<file path="config.mk">
export PLATFORM = sky130hd
export DESIGN_NAME = lcd_rect_fill_engine_flat
export DESIGN_NICKNAME = d
export VERILOG_FILES = /design/src/rtl/lcd_rect_fill_engine_pkg.sv /design/src/rtl/lcd_rect_fill_engine_if.sv /design/src/rtl/lcd_rect_fill_engine_span_writer.sv /design/src/rtl/lcd_rect_fill_engine.sv /design/src/flat_wrapper.sv
export SDC_FILE = /design/constraint.sdc
export NUM_CORES = 1
export LEC_CHECK = 0
export BUFFER_PORTS_ARGS = -buffer_cell sky130_fd_sc_hd__buf_2
export CAP_MARGIN = 5
export CORE_MARGIN = 2
export CORE_UTILIZATION = 54
export DETAILED_ROUTE_END_ITERATION = 8
export PLACE_DENSITY = 0.85
export SLEW_MARGIN = 20
export SYNTH_ARGS = -nofsm -noshare
export SYNTH_HDL_FRONTEND = slang
export SYNTH_HIERARCHICAL = 1
export SYNTH_SLANG_ARGS = --single-unit
</file>
<file path="constraint.sdc">
create_clock -name clk -period 3.85 [get_ports clk]
set_input_delay 0.77 -clock clk [delete_from_list [all_inputs] [get_ports clk]]
set_output_delay 0.77 -clock clk [all_outputs]
set_load 0.01 [all_outputs]
</file>
<file path="src/rtl/lcd_rect_fill_engine_pkg.sv">
// Shared definitions for the LCD rectangle fill engine.
//   - default geometry / bus widths (display size, coordinate and address widths)
//   - FSM state encodings for the command controller and the row span writer
package lcd_rect_fill_engine_pkg;

  localparam int H_DISP_DEF   = 1024;
  localparam int V_DISP_DEF   = 768;
  localparam int PIX_W_DEF    = 24;
  localparam int COORD_W_DEF  = 16;
  localparam int ADDR_W_DEF   = 32;
  localparam int LOAD_GAP_DEF = 4;

  // Command-level FSM. ENG_SPAN covers LOAD/SETTLE/WRITE of one row, which
  // the span writer sequences on its own.
  typedef enum logic [2:0] {
    ENG_IDLE = 3'd0,
    ENG_CALC = 3'd1,
    ENG_SPAN = 3'd2,
    ENG_NEXT = 3'd3,
    ENG_DONE = 3'd4
  } eng_state_e;

  // Row-level FSM inside the span writer.
  typedef enum logic [1:0] {
    SPAN_IDLE   = 2'd0,
    SPAN_LOAD   = 2'd1,
    SPAN_SETTLE = 2'd2,
    SPAN_WRITE  = 2'd3
  } span_state_e;

endpackage

</file>
<file path="src/rtl/lcd_rect_fill_engine_if.sv">
// Write-port bundle between the fill engine and the SDRAM controller write side.
//   sys_wr_ready  controller -> engine  write FIFO can take a word this cycle
//   sys_load      engine -> controller  one-cycle write-window load / FIFO clear
//   sys_addr_min  engine -> controller  row window start address
//   sys_addr_max  engine -> controller  row window end address (exclusive)
//   sys_we        engine -> controller  write strobe for sys_data
//   sys_data      engine -> controller  pixel word
// Modports: master = engine side, slave = controller side.
interface lcd_rect_fill_engine_if #(
  parameter int ADDR_W = lcd_rect_fill_engine_pkg::ADDR_W_DEF,
  parameter int PIX_W  = lcd_rect_fill_engine_pkg::PIX_W_DEF
);
  logic              sys_wr_ready;
  logic              sys_load;
  logic [ADDR_W-1:0] sys_addr_min;
  logic [ADDR_W-1:0] sys_addr_max;
  logic              sys_we;
  logic [PIX_W-1:0]  sys_data;

  modport master (
    input  sys_wr_ready,
    output sys_load,
    output sys_addr_min,
    output sys_addr_max,
    output sys_we,
    output sys_data
  );

  modport slave (
    output sys_wr_ready,
    input  sys_load,
    input  sys_addr_min,
    input  sys_addr_max,
    input  sys_we,
    input  sys_data
  );
endinterface

</file>
<file path="src/rtl/lcd_rect_fill_engine_span_writer.sv">
// Row span writer: given a start pulse, emits one write-window load for
// [base, base+len), waits LOAD_GAP idle cycles for the controller to reload
// its address registers, then streams len copies of pixel under FIFO
// backpressure. done pulses in the cycle of the last write.
// Ports:
//   clk, rst_n              clock, asynchronous active-low reset
//   start                   begin a row (only honoured while idle)
//   base, len, pixel        row start address, row length (>=1), colour
//   wr_ready                write FIFO has room
//   load, addr_min/addr_max window load strobe and window bounds
//   we, data                write strobe and pixel word
//   done                    last word of the row written this cycle
// LOAD_GAP must be below 256.
module lcd_rect_fill_engine_span_writer
  import lcd_rect_fill_engine_pkg::*;
#(
  parameter int ADDR_W   = ADDR_W_DEF,
  parameter int PIX_W    = PIX_W_DEF,
  parameter int COORD_W  = COORD_W_DEF,
  parameter int LOAD_GAP = LOAD_GAP_DEF
) (
  input  logic               clk,
  input  logic               rst_n,
  input  logic               start,
  input  logic [ADDR_W-1:0]  base,
  input  logic [COORD_W-1:0] len,
  input  logic [PIX_W-1:0]   pixel,
  input  logic               wr_ready,
  output logic               load,
  output logic [ADDR_W-1:0]  addr_min,
  output logic [ADDR_W-1:0]  addr_max,
  output logic               we,
  output logic [PIX_W-1:0]   data,
  output logic               done
);

  localparam logic [7:0] GAP_LAST = 8'((LOAD_GAP > 0) ? (LOAD_GAP - 1) : 0);

  span_state_e        state_q, state_d;
  logic [7:0]         gap_q, gap_d;
  logic [COORD_W-1:0] col_q, col_d;
  logic [ADDR_W-1:0]  amin_q, amin_d;
  logic [ADDR_W-1:0]  amax_q, amax_d;

  always_comb begin
    state_d  = state_q;
    gap_d    = gap_q;
    col_d    = col_q;
    amin_d   = amin_q;
    amax_d   = amax_q;
    load     = 1'b0;
    we       = 1'b0;
    data     = '0;
    done     = 1'b0;
    // Window bounds hold their last loaded value; during LOAD they show the
    // new window in the same cycle as the load strobe.
    addr_min = amin_q;
    addr_max = amax_q;

    unique case (state_q)
      SPAN_IDLE: begin
        if (start) state_d = SPAN_LOAD;
      end
      SPAN_LOAD: begin
        load     = 1'b1;
        addr_min = base;
        addr_max = base + ADDR_W'(len);
        amin_d   = addr_min;
        amax_d   = addr_max;
        gap_d    = '0;
        col_d    = '0;
        state_d  = (LOAD_GAP == 0) ? SPAN_WRITE : SPAN_SETTLE;
      end
      SPAN_SETTLE: begin
        gap_d = gap_q + 8'd1;
        if (gap_q == GAP_LAST) state_d = SPAN_WRITE;
      end
      SPAN_WRITE: begin
        data = pixel;
        // Backpressure freezes the column counter; a word is only consumed
        // when the strobe actually fires.
        if (wr_ready) begin
          we    = 1'b1;
          col_d = col_q + COORD_W'(1);
          if (col_q == len - COORD_W'(1)) begin
            done    = 1'b1;
            state_d = SPAN_IDLE;
          end
        end
      end
      default: state_d = SPAN_IDLE;
    endcase
  end

  always_ff @(posedge clk or negedge rst_n) begin
    if (!rst_n) begin
      state_q <= SPAN_IDLE;
      gap_q   <= '0;
      col_q   <= '0;
      amin_q  <= '0;
      amax_q  <= '0;
    end else begin
      state_q <= state_d;
      gap_q   <= gap_d;
      col_q   <= col_d;
      amin_q  <= amin_d;
      amax_q  <= amax_d;
    end
  end

endmodule

</file>
<file path="src/rtl/lcd_rect_fill_engine.sv">
// LCD rectangle fill engine: accepts a fill command (clipped rectangle or
// full-screen clear) and drives the SDRAM controller write port row by row.
// Frame buffer is linear: addr = y*H_DISP + x, one word per pixel.
// Ports:
//   clk, rst_n                 clock (clk_ref domain), async active-low reset
//   sys_vaild                  SDRAM init done; commands accepted only while high
//   enable                     command strobe, sampled while not busy
//   mode                       0 = rectangle fill, 1 = full-screen clear
//   x_pos, y_pos, width, height rectangle geometry
//   pixel                      fill colour
//   busy                       command in progress
//   done                       one-cycle pulse when a command retires
//   wr                         write-port bundle (master side)
module lcd_rect_fill_engine
  import lcd_rect_fill_engine_pkg::*;
#(
  parameter int H_DISP   = H_DISP_DEF,
  parameter int V_DISP   = V_DISP_DEF,
  parameter int PIX_W    = PIX_W_DEF,
  parameter int COORD_W  = COORD_W_DEF,
  parameter int ADDR_W   = ADDR_W_DEF,
  parameter int LOAD_GAP = LOAD_GAP_DEF
) (
  input  logic                   clk,
  input  logic                   rst_n,
  input  logic                   sys_vaild,
  input  logic                   enable,
  input  logic                   mode,
  input  logic [COORD_W-1:0]     x_pos,
  input  logic [COORD_W-1:0]     y_pos,
  input  logic [COORD_W-1:0]     width,
  input  logic [COORD_W-1:0]     height,
  input  logic [PIX_W-1:0]       pixel,
  output logic                   busy,
  output logic                   done,
  lcd_rect_fill_engine_if.master wr
);

  eng_state_e         state_q, state_d;
  logic               mode_q, mode_d;
  logic [COORD_W-1:0] x_q, x_d;
  logic [COORD_W-1:0] y_q, y_d;
  logic [COORD_W-1:0] w_q, w_d;
  logic [COORD_W-1:0] h_q, h_d;
  logic [PIX_W-1:0]   pix_q, pix_d;
  logic [COORD_W-1:0] w_eff_q, w_eff_d;
  logic [COORD_W-1:0] h_eff_q, h_eff_d;
  logic [COORD_W-1:0] row_cnt_q, row_cnt_d;
  logic [ADDR_W-1:0]  row_base_q, row_base_d;

  logic               span_start;
  logic               span_done;

  // Clipping terms, evaluated from the latched command during CALC.
  logic [ADDR_W-1:0]  avail_x, avail_y;
  logic               off_screen, empty_rect, noop;
  logic [COORD_W-1:0] w_clip, h_clip;
  logic [ADDR_W-1:0]  base_calc;

  always_comb begin
    avail_x    = ADDR_W'(H_DISP) - ADDR_W'(x_q);
    avail_y    = ADDR_W'(V_DISP) - ADDR_W'(y_q);
    off_screen = (ADDR_W'(x_q) >= ADDR_W'(H_DISP)) || (ADDR_W'(y_q) >= ADDR_W'(V_DISP));
    empty_rect = (w_q == '0) || (h_q == '0);
    noop       = !mode_q && (off_screen || empty_rect);
    // avail_x/avail_y are only meaningful when the origin is on screen;
    // off-screen commands take the no-op path and never use them.
    w_clip     = (ADDR_W'(w_q) > avail_x) ? COORD_W'(avail_x) : w_q;
    h_clip     = (ADDR_W'(h_q) > avail_y) ? COORD_W'(avail_y) : h_q;
    // Single multiply per command; later rows advance by addition in NEXT.
    base_calc  = mode_q ? '0 : (ADDR_W'(y_q) * ADDR_W'(H_DISP) + ADDR_W'(x_q));
  end

  always_comb begin
    state_d    = state_q;
    mode_d     = mode_q;
    x_d        = x_q;
    y_d        = y_q;
    w_d        = w_q;
    h_d        = h_q;
    pix_d      = pix_q;
    w_eff_d    = w_eff_q;
    h_eff_d    = h_eff_q;
    row_cnt_d  = row_cnt_q;
    row_base_d = row_base_q;
    span_start = 1'b0;
    done       = 1'b0;
    busy       = (state_q != ENG_IDLE);

    unique case (state_q)
      ENG_IDLE: begin
        // Strobes arriving while busy or before SDRAM init are dropped.
        if (enable && sys_vaild) begin
          mode_d  = mode;
          x_d     = x_pos;
          y_d     = y_pos;
          w_d     = width;
          h_d     = height;
          pix_d   = pixel;
          state_d = ENG_CALC;
        end
      end
      ENG_CALC: begin
        w_eff_d    = mode_q ? COORD_W'(H_DISP) : w_clip;
        h_eff_d    = mode_q ? COORD_W'(V_DISP) : h_clip;
        row_base_d = base_calc;
        row_cnt_d  = '0;
        if (noop) begin
          state_d = ENG_DONE;
        end else begin
          // Span writer enters LOAD next cycle, when row_base_q is valid.
          span_start = 1'b1;
          state_d    = ENG_SPAN;
        end
      end
      ENG_SPAN: begin
        if (span_done) state_d = ENG_NEXT;
      end
      ENG_NEXT: begin
        row_base_d = row_base_q + ADDR_W'(H_DISP);
        row_cnt_d  = row_cnt_q + COORD_W'(1);
        if ((row_cnt_q + COORD_W'(1)) == h_eff_q) begin
          state_d = ENG_DONE;
        end else begin
          span_start = 1'b1;
          state_d    = ENG_SPAN;
        end
      end
      ENG_DONE: begin
        done    = 1'b1;
        state_d = ENG_IDLE;
      end
      default: state_d = ENG_IDLE;
    endcase
  end

  always_ff @(posedge clk or negedge rst_n) begin
    if (!rst_n) begin
      state_q    <= ENG_IDLE;
      mode_q     <= 1'b0;
      x_q        <= '0;
      y_q        <= '0;
      w_q        <= '0;
      h_q        <= '0;
      pix_q      <= '0;
      w_eff_q    <= '0;
      h_eff_q    <= '0;
      row_cnt_q  <= '0;
      row_base_q <= '0;
    end else begin
      state_q    <= state_d;
      mode_q     <= mode_d;
      x_q        <= x_d;
      y_q        <= y_d;
      w_q        <= w_d;
      h_q        <= h_d;
      pix_q      <= pix_d;
      w_eff_q    <= w_eff_d;
      h_eff_q    <= h_eff_d;
      row_cnt_q  <= row_cnt_d;
      row_base_q <= row_base_d;
    end
  end

  lcd_rect_fill_engine_span_writer #(
    .ADDR_W   (ADDR_W),
    .PIX_W    (PIX_W),
    .COORD_W  (COORD_W),
    .LOAD_GAP (LOAD_GAP)
  ) u_span (
    .clk      (clk),
    .rst_n    (rst_n),
    .start    (span_start),
    .base     (row_base_q),
    .len      (w_eff_q),
    .pixel    (pix_q),
    .wr_ready (wr.sys_wr_ready),
    .load     (wr.sys_load),
    .addr_min (wr.sys_addr_min),
    .addr_max (wr.sys_addr_max),
    .we       (wr.sys_we),
    .data     (wr.sys_data),
    .done     (span_done)
  );

endmodule

</file>
<file path="src/flat_wrapper.sv">
// flat-port wrapper written by rule: the top's interface ports become plain ports
module lcd_rect_fill_engine_flat import lcd_rect_fill_engine_pkg::*;
#(
  parameter int H_DISP   = H_DISP_DEF,
  parameter int V_DISP   = V_DISP_DEF,
  parameter int PIX_W    = PIX_W_DEF,
  parameter int COORD_W  = COORD_W_DEF,
  parameter int ADDR_W   = ADDR_W_DEF,
  parameter int LOAD_GAP = LOAD_GAP_DEF
)
  (clk, rst_n, sys_vaild, enable, mode, x_pos, y_pos, width, height, pixel, busy, done, wr_sys_wr_ready, wr_sys_load, wr_sys_addr_min, wr_sys_addr_max, wr_sys_we, wr_sys_data);
  lcd_rect_fill_engine_if #(.ADDR_W(ADDR_W), .PIX_W(PIX_W)) wr_i ();
  input  logic clk;
  input  logic rst_n;
  input  logic sys_vaild;
  input  logic enable;
  input  logic mode;
  input  logic [COORD_W-1:0] x_pos;
  input  logic [COORD_W-1:0] y_pos;
  input  logic [COORD_W-1:0] width;
  input  logic [COORD_W-1:0] height;
  input  logic [PIX_W-1:0] pixel;
  output logic busy;
  output logic done;
  input wire logic [$bits(wr_i.sys_wr_ready)-1:0] wr_sys_wr_ready;
  output wire logic [$bits(wr_i.sys_load)-1:0] wr_sys_load;
  output wire logic [$bits(wr_i.sys_addr_min)-1:0] wr_sys_addr_min;
  output wire logic [$bits(wr_i.sys_addr_max)-1:0] wr_sys_addr_max;
  output wire logic [$bits(wr_i.sys_we)-1:0] wr_sys_we;
  output wire logic [$bits(wr_i.sys_data)-1:0] wr_sys_data;
  assign wr_i.sys_wr_ready = wr_sys_wr_ready;
  assign wr_sys_load = wr_i.sys_load;
  assign wr_sys_addr_min = wr_i.sys_addr_min;
  assign wr_sys_addr_max = wr_i.sys_addr_max;
  assign wr_sys_we = wr_i.sys_we;
  assign wr_sys_data = wr_i.sys_data;
  lcd_rect_fill_engine #(.H_DISP(H_DISP), .V_DISP(V_DISP), .PIX_W(PIX_W), .COORD_W(COORD_W), .ADDR_W(ADDR_W), .LOAD_GAP(LOAD_GAP)) u_core (.clk(clk), .rst_n(rst_n), .sys_vaild(sys_vaild), .enable(enable), .mode(mode), .x_pos(x_pos), .y_pos(y_pos), .width(width), .height(height), .pixel(pixel), .busy(busy), .done(done), .wr(wr_i));
endmodule
</file>
==> summary.md <==
| Metric | Value |
|---|---|
| Proportion of synthesized area in mux cells | 0.0993 |
| Flop2flop setup slack | -0.04 ns |
| Power per cell area | 835 nW/µm² |
| Min Tclk post-route | 3.92 ns |
| First-pass DRT Iterations | 6 |
| Syn nets | 1,694 |
| Fin nets | between 1,500 and 2,000 |
| Post-Synthesis Cells | ~1,500 |
| Final Cycle Share | 1.02 |
| Post-synth ARST share | 1.00 |
| Hold Vio Cnt, Final | 0 |
| HP Class | primary input to async pin |
| Largest cells by area after synthesis | dfrtp_1, mux2_2, ha_1 |
| Synth area leader | dfrtp_1 |
| RD Place Congestion | about 0.96 |
| Synth Cell Area | around 15,000 µm² |
| Vias/cell | 6.13 |
| FMAX | between 200 and 300 MHz |
| Max rail drop VDD | 0.451 mV |
| I/O pin count | 186 |
| Slew headroom | 0.374 |
| Half-perimeter wire length after detailed placement | around 30 mm |
| Clk sinks | between 200 and 300 |
| Post-synth top flop | dfrtp_1 |
| Syn Area/Cell | roughly 10 µm² |
| Slew @ Worst Pin | 0.938 ns |
| Fin util | 0.656 |
| Worst skew pair latency | between 0.5 and 0.6 ns |
| Total Routed Length | ~43 mm |
| Post-synthesis xor/xnor area fraction | 0.0658 |
| Yosys cell types | between 90 and 100 |
| Via count | ~13,000 |
| Initial DRC Count | about 1,400 |
| Worst-path clk slew | roughly 0.06 ns |
| Startpoint types | flip-flop |
| Vias in the first global route | ~13,000 |
| CP Class | flip-flop to output port |
| Crit Reg-Reg Endpoint | u_core/w_eff_q[11] |
| Clock Root Buffer | clkbuf_16 |
| Reg2reg path depth | 14 |
| Antenna Nets Post-Route | 0 |
| Die area | 29,700 µm² |
| CTS buffer count | 30 |
| Global route overflow | 0 |
| Status | complete, but fails checks |
| RSZ-0062 raised after global routing | true |
| WP data arrival | approximately 3.2 ns |
| Total negative slack | -0.350 ns |
| CTS Buffer Depth | 3 |
| Routed wire per std cell | just under 20 µm |
| # Max-Cap Violations | 0 |
| Post-synth top area share | 0.429 |
| GRT Total Usage | 0.286 |
| Hold Worst Slack | about 0.29 ns |
| DRC violations left | 0 |
| Synth Area in Simple Gates | 0.185 |
| First-pass GRT wire length | roughly 68 mm |
| Worst EP required | approximately 3.1 ns |
| Area delta synth->final | 19.6% |
| Main combinational cell family by area after synthesis | simple AND/OR/NAND/NOR gates |
| Largest fanout on the critical path | 5 |
| Reg-to-reg startpoint | u_core/x_q[6] |
| CTS tree | yes |
| Worst setup EP type | output port |
| Initial Util | 0.549 |
| Post-synth EDFFs | 0 |
| FF+latch count, synth | roughly 260 |
| IO buf count | around 190 |
| Htree depth | 1 |
| Antenna violations before repair | 1 |
| Design Power | about 15 mW |
| PnR worst setup slack | -0.0671 ns |
| DP Worst Slack | -0.0424 ns |
| Post-Synth Adder-Cell Area | 0.0558 |
| Leakage power | 8.17 nW |
| CTS Hold Buffers Added | 0 |
| Die X-Extent | roughly 170 µm |
| Die Y-Extent | 172 µm |
| Placement Rows | slightly above 60 |
| Register area share after synthesis | 0.429 |
| Yosys warnings | 6 |
| Largest net degree at the start of global routing | ~110 |
| CORE AREA | about 28,000 µm² |
| Endpoints failing setup | 10 |
| Layout cell share with drive strength beyond 1 | 0.288 |
| Clock Skews | ~0.012 ns |
| Failing checks | setup timing |
| Compound-Gate Fraction of Synth Area | 0.128 |
| Max Slew Vio Count | 0 |
## placed cells by master (no fill, tap or decap), drive strengths merged, types with 58 or more instances in the layout
cell and n:
buf 268, mux2 118, o21ai 81, ha 65, nand2 138, dfrtp 262
xnor2 58, nor2 77, a21oi 67, nand3 60
## power by group
group / switching (mW) / internal, mW
Clock: 1.13 / 1.70
Combinational: 4.23 / 3.36
Sequential: 1.09 / 3.75
## cells by family after synthesis
logic type                 count (synthesis)
muxes                                    137
buffers and inverters                    126
DFF                                      262
adders and majority gates                 67
AOI/OAI and AO/OA                        288
and+or+nand+nor                          539
xor gates and xnor gates                 114
## flip-flops by register name (all words and copies together), names as in the netlist, 2 cells and up
name / count
u_core/h_q: 16
u_core/row_cnt_q: 16
u_core/x_q: 16
u_core/u_span/state_q: 2
u_core/u_span/col_q: 16
u_core/w_q: 16
u_core/u_span/amin_q: 32
u_core/state_q: 3
u_core/u_span/amax_q: 32
u_core/pix_q: 24
u_core/w_eff_q: 16
u_core/u_span/gap_q: 8
u_core/h_eff_q: 16
u_core/y_q: 16
u_core/row_base_q: 32
## worst max-delay path by stage
stage	start	end	slack (ns)	cells past startpoint
floorplan	u_core/x_q[6]	u_core/w_eff_q[1]	-0.11	14
CTS	u_core/w_eff_q[0]	wr_sys_addr_max[30]	-0.08	11
global route	u_core/row_base_q[0]	wr_sys_addr_max[28]	-0.17	11
global placement	u_core/x_q[6]	u_core/w_eff_q[0]	0.05	12
finish	u_core/row_base_q[0]	wr_sys_addr_max[30]	-0.07	11
detailed placement	u_core/x_q[6]	u_core/w_eff_q[0]	-0.04	12
## layout make-up
| type | instances | area [µm²] |
|---|---|---|
| Sequential cell | 262 | 6570 |
| Timing Repair Buffer | 268 | 1630 |
| Inverter | 44 | 165 |
| Fill cell | 2129 | 9570 |
| Multi-Input combinational cell | 1147 | 8460 |
| Tap cell | 378 | 473 |
| Clock inverter | 6 | 61.3 |
| Antenna cell | 1 | 2.50 |
| Clock buffer | 47 | 926 |
## routing by layer
metal  track usage  vias to the layer above  routed length (µm)
met4        0.0884                        2                1240
met1         0.399                     6420               18200
met2         0.456                      660               19200
met5             0                        -                  13
met3        0.0517                      106                3910
li1              -                     6018                   -
## metrics by stage
step | std cells | cell area (µm²)
floorplan | 1533 | 15300
global placement | 2077 | 16800
detailed placement | 2077 | 16800
CTS | 2142 | 18100
global route | 2152 | 18300
finish | 2153 | 18300
## timing repair
| action | CTS | global route |
|---|---|---|
| endpoints found under the setup margin | 27 | 37 |
| resized for setup | 30 | 41 |
| gates cloned | 1 | 1 |
| setup buffers | 11 | 9 |
| pin swaps | 14 | 21 |
## synthesized netlist by cell type, drive strengths merged, types with 16 or more instances
master  instances
mux2i          19
dfrtp         262
nand4          41
ha             65
or3            21
o21ai          81
mux2          118
clkbuf         65
inv            44
nor4           28
nor3           40
o22ai          16
a21oi          67
and2           32
nand3          60
nor3b          16
nor2           77
xnor2          58
nand2         138
and3           21
nor2b          16
xor2           56
buf            17
## worst max-delay path, stage by stage (launching register included)
cell and delay (ns):
dfrtp_1 0.35, ha_2 0.21, inv_2 0.04, fa_2 0.37
nor2b_1 0.15, o21ai_1 0.10, a21boi_2 0.26, o21ai_4 0.12
a211o_4 0.39, a2111o_1 0.41, nand3_2 0.09, buf_6 0.11
Note: power is estimated with default switching activity, not from simulation.
